===== config.mk =====
export PLATFORM = sky130hd
export DESIGN_NAME = ethernet_mmio_adapter
export DESIGN_NICKNAME = d
export VERILOG_FILES = /design/src/rtl/ethernet_mmio_adapter.sv
export SDC_FILE = /design/constraint.sdc
export NUM_CORES = 1
export LEC_CHECK = 0
export CAP_MARGIN = 5
export CORE_MARGIN = 2
export CORE_UTILIZATION = 35
export DETAILED_ROUTE_END_ITERATION = 10
export PLACE_DENSITY = 0.68
export SLEW_MARGIN = 30
export SYNTH_ARGS = -nofsm -noshare
export SYNTH_HDL_FRONTEND = slang
export SYNTH_SLANG_ARGS = --single-unit

===== constraint.sdc =====
create_clock -name clk_i -period 3.3 [get_ports clk_i]
set_clock_uncertainty 0.1 [all_clocks]
set_input_delay 0.66 -clock clk_i [delete_from_list [all_inputs] [get_ports clk_i]]
set_output_delay 0.66 -clock clk_i [all_outputs]
set_load 0.05 [all_outputs]

===== src/rtl/ethernet_mmio_adapter.sv =====
// Bridges a single-outstanding request/response port onto a word-wide MMIO
// register bus, handling sub-word byte lanes and alignment errors.
module ethernet_mmio_adapter #(
  parameter int data_width_p = 32,
  parameter int addr_width_p = 14
) (
  input  logic                      clk_i,
  input  logic                      reset_n_i,
  input  logic                      req_v_i,
  input  logic                      req_write_i,
  input  logic [addr_width_p-1:0]   req_addr_i,
  input  logic [1:0]                req_size_i,
  input  logic [data_width_p-1:0]   req_data_i,
  output logic                      req_ready_o,
  output logic                      resp_v_o,
  output logic                      resp_write_o,
  output logic                      resp_err_o,
  output logic [data_width_p-1:0]   resp_data_o,
  input  logic                      resp_ready_i,
  output logic [addr_width_p-1:0]   addr_o,
  output logic                      write_en_o,
  output logic                      read_en_o,
  output logic [data_width_p/8-1:0] write_mask_o,
  output logic [data_width_p-1:0]   write_data_o,
  input  logic [data_width_p-1:0]   read_data_i
);
  localparam int bytes_lp = data_width_p / 8;
  localparam int off_w_lp = $clog2(bytes_lp);

  typedef enum logic [1:0] {IDLE, ISSUE, CAPTURE, RESP} state_e;
  state_e state, state_next;

  logic                    write_reg;
  logic [addr_width_p-1:0] addr_reg;
  logic [1:0]              size_reg;
  logic [data_width_p-1:0] data_reg;
  logic [data_width_p-1:0] resp_data_reg;
  logic                    err_reg;

  logic       accept;
  logic [3:0] req_span;
  logic [2:0] req_low_mask;
  logic       req_err;

  assign accept       = req_v_i & reset_n_i & (state == IDLE);
  assign req_span     = 4'd1 << req_size_i;
  assign req_low_mask = 3'(req_span - 4'd1);
  assign req_err      = (|(req_addr_i[2:0] & req_low_mask)) || (req_span > 4'(bytes_lp));

  logic [off_w_lp-1:0]     off;
  logic [3:0]              span;
  logic [data_width_p-1:0] shifted;
  logic [data_width_p-1:0] repl_data;
  logic [data_width_p-1:0] read_lanes;
  logic [bytes_lp-1:0]     lane_mask;
  logic [addr_width_p-1:0] aligned_addr;

  assign off          = addr_reg[off_w_lp-1:0];
  assign span         = 4'd1 << size_reg;
  assign shifted      = read_data_i >> {off, 3'b000};
  assign aligned_addr = {addr_reg[addr_width_p-1:off_w_lp], {off_w_lp{1'b0}}};

  // Each byte lane sources from the request word modulo its size, so
  // sub-word writes appear replicated across the whole bus.
  for (genvar gi = 0; gi < bytes_lp; gi++) begin : g_lane
    assign repl_data[8*gi +: 8]  = data_reg[8*(gi & (32'(span) - 32'd1)) +: 8];
    assign lane_mask[gi]         = (32'(gi) >= 32'(off)) && (32'(gi) < 32'(off) + 32'(span));
    assign read_lanes[8*gi +: 8] = (32'(gi) < 32'(span)) ? shifted[8*gi +: 8] : 8'h00;
  end

  always_ff @(posedge clk_i or negedge reset_n_i) begin
    if (!reset_n_i) state <= IDLE;
    else            state <= state_next;
  end

  always_comb begin
    state_next   = state;
    req_ready_o  = 1'b0;
    resp_v_o     = 1'b0;
    resp_write_o = 1'b0;
    resp_err_o   = 1'b0;
    resp_data_o  = '0;
    addr_o       = '0;
    write_en_o   = 1'b0;
    read_en_o    = 1'b0;
    write_mask_o = '0;
    write_data_o = '0;
    case (state)
      IDLE: begin
        req_ready_o = reset_n_i;
        if (accept) state_next = req_err ? RESP : ISSUE;
      end
      ISSUE: begin
        addr_o = aligned_addr;
        if (write_reg) begin
          write_en_o   = 1'b1;
          write_mask_o = lane_mask;
          write_data_o = repl_data;
          state_next   = RESP;
        end else begin
          read_en_o  = 1'b1;
          state_next = CAPTURE;
        end
      end
      CAPTURE: state_next = RESP;
      RESP: begin
        resp_v_o     = 1'b1;
        resp_write_o = write_reg;
        resp_err_o   = err_reg;
        resp_data_o  = resp_data_reg;
        if (resp_ready_i) state_next = IDLE;
      end
      default: state_next = IDLE;
    endcase
  end

  // Response data starts at zero on every accept so writes and errors return 0.
  always_ff @(posedge clk_i or negedge reset_n_i) begin
    if (!reset_n_i) begin
      write_reg     <= 1'b0;
      addr_reg      <= '0;
      size_reg      <= '0;
      data_reg      <= '0;
      err_reg       <= 1'b0;
      resp_data_reg <= '0;
    end else begin
      if (accept) begin
        write_reg     <= req_write_i;
        addr_reg      <= req_addr_i;
        size_reg      <= req_size_i;
        data_reg      <= req_data_i;
        err_reg       <= req_err;
        resp_data_reg <= '0;
      end
      if (state == CAPTURE) resp_data_reg <= read_lanes;
    end
  end
endmodule


==> impl_metrics.ini <==
[clocking]
cts_tree = yes
cts-root-buf = clkbuf_16
path_clk_slew_ns = 0.06
insertion_delay_ns = 0.33
postCtsHoldBufs = 0
cts_setup_buffers = 0
ctsResizeCount = 1
cts_buffers = 9
cts_buffer_depth = 2
cts_sinks = 84
htreeDepth = 3

[critical_path]
slowest_stage = dfrtp_1
max_stage_delay_ns = 0.42
path_cells = nor2_1 > buf_4 > inv_1 > ha_1 > nand2b_1 > o2bb2ai_1 > buf_12
cp_data_required_time_ns = 2.54
critPathLaunchType = register
critPathArrivalTime_ns = 2.43
critPathMaxFanout = 11
setup.worst_path.class = register to primary output
endpoint_kind = primary output

[detailed_routing]
dr_wl_met2_mm = 6.46
drc_errors = 0
routedWlPerCell_um = 18.1
firstDrtPassIters = 4
topRoutingLayerUsed = met4
met3_length_mm = 1.23
wl_met1_mm = 5.85
ant_nets = 0
drt-initial-drc-count = 344
vias_per_cell = 5.11
totalWireLength_mm = 13.8
vias = 3884

[sta]
finalHoldViolCount = 0
max_slew.worst_pin.slew_ns = 0.701
timing.hold.ws_ns = 0.334
slew_violations = 0
rsz0062_at_grt = true
maxSlewHeadroom_pct = 53.2
fmax_ghz = 0.313
setup_violations = 0
post-route-period-util_pct = 96.7
worst_slack_ns = 0.108
timing.final.crit_period_ns = 3.19

[synthesis]
synth_top_area_share_pct = 45.2
ys_ff_latch = 84
synth.distinct_cells = 40
syn-instance-count = 418
avgSynthCellArea_um2 = 11.1
ys_seq_area_share_pct = 45.2
syn-cell-area_um2 = 4650
yosys-top-cells-area = dfrtp_1, mux2i_1, mux2_2
yosys.area.top_type = dfrtp_1
ys_warn_count = 0

[floorplan]
row_count = 42
die_y_um = 119
initial_core_util_pct = 35.5
boundaryPins = 173
dieArea_um2 = 14200
die_w_um = 119
core_area_um2 = 13100

[run_status]
status = finished clean

[power]
power_frac_seq_pct = 26.9
total_power_w = 0.00682
p_int_w = 0.00379
combPwrFrac_pct = 59.2
power_density_nw_per_um2 = 964
peakVddDrop_mv = 0.517
leakage_nw = 3.04
p_sw_share_pct = 44.4
p_switching_w = 0.00303
power_frac_clock_pct = 14.0

[global_route]
grtUsageTotal_pct = 20.1
antenna_found_initial = 0
grt_overflow_total = 0
grt_pass1_wl_mm = 22.1
grt_max_degree = 45
first_global_vias = 4027

[worst_hold_path]
min_path_type = input port to asynchronous set/reset pin

[placement]
port_buffers = 170
dp_slack_ns = 0.323
hpwl_mm = 10.5
gp_congestion = 0.825
placed_cell_area_um2 = 6800
dp_cells = 746

[layout]
layout.nets = 676
layout_common_cells = clkdlybuf4s50_1, dfrtp_1, and2_1
final_cell_area_um2 = 7080
diodes = 0
instances_no_fill = 760
filler_cell_count = 1128
final_common_cell = clkdlybuf4s50_1
area_growth_syn_to_layout_pct = 52.3
layout-drive-gt1-share_pct = 17.8

[flow_run]
max-cap-violations = 0
-- power groups by stage --
stage | registers [W] | logic, W | clock network [W]
after CTS | 0.00183 | 0.00406 | 0.000983
after floorplan | 0.00172 | 0.00274 | 0
final | 0.00183 | 0.00404 | 0.000954
after global placement | 0.00183 | 0.00399 | 0
after global routing | 0.00190 | 0.00430 | 0.00103
after detailed placement | 0.00185 | 0.00404 | 0
-- cells in the mapped netlist (all sizes together) --
library cell	number
nor3	3
o21ai	16
or3b	8
inv	9
nor2b	4
a21boi	1
ha	9
nand2b	3
and2	47
and3	8
nor4b	2
a2bb2oi	1
mux2i	40
nand2	29
dfrtp	84
clkbuf	15
a211oi	1
a22o	17
a32o	8
o2bb2ai	16
a221oi	2
o211ai	1
fa	1
a21oi	10
a31oi	1
mux2	50
nand3	1
nor2	10
buf	18
o31ai	2
conb	1
-- metal layers --
layer / vias to the layer above / track usage (%)
li1: 1809 / -
met3: 15 / 6.42
met5: - / 0
met2: 162 / 32.2
met4: 0 / 6.92
met1: 1898 / 25.5
-- final timing paths --
kind | startpoint | to | slack [ns] | depth (start not counted)
worst max register to register | state[0] | data_reg[8] | 1.18 | 5
max in group asynchronous | reset_n_i | data_reg[0] | 2.36 | 2
worst max-delay path | size_reg[1] | write_data_o[31] | 0.11 | 7
worst min-delay path | reset_n_i | err_reg | 0.33 | 2
worst min register to register | err_reg | err_reg | 0.38 | 2
min in group clk_i | err_reg | err_reg | 0.38 | 2
-- cell type report --
type | count | area [um^2] | area share (%)
clock buffer | 11 | 233 | 3.29
multi-input combinational | 293 | 2370 | 33.5
timing repair buffer | 184 | 2080 | 29.4
inverter | 9 | 33.8 | 0.477
sequential | 84 | 2100 | 29.7
tap | 176 | 220 | 3.11
clock inverter | 3 | 40.0 | 0.566
-- critical path: cells and delay by family, from the launching register on --
| kind | cells | cell delay, ns |
|---|---|---|
| AND/OR/NAND/NOR | 2 | 0.52 |
| flip-flops | 1 | 0.42 |
| adder cells (fa/ha/maj) | 1 | 0.29 |
| AO/OA/AOI/OAI | 1 | 0.37 |
| buffers and inverters | 3 | 0.51 |
-- per-stage QoR --
step	util, %	setup TNS [ns]
after floorplan	-	0
after global placement	52.0	0
after detailed placement	52.0	0
after CTS	54.1	0
after global routing	54.1	-0.195
final	54.1	0
-- cell families after synthesis --
| logic type | after synthesis | share of synthesized area (%) |
|---|---|---|
| buf+inv | 42 | 4.50 |
| other cells | 1 | 0.0807 |
| compound gates | 76 | 12.5 |
| flops | 84 | 45.2 |
| simple gates | 115 | 14.1 |
| fa+ha+maj | 10 | 2.85 |
| mux | 90 | 20.7 |
No activity file was read; power rests on OpenSTA's default activity.
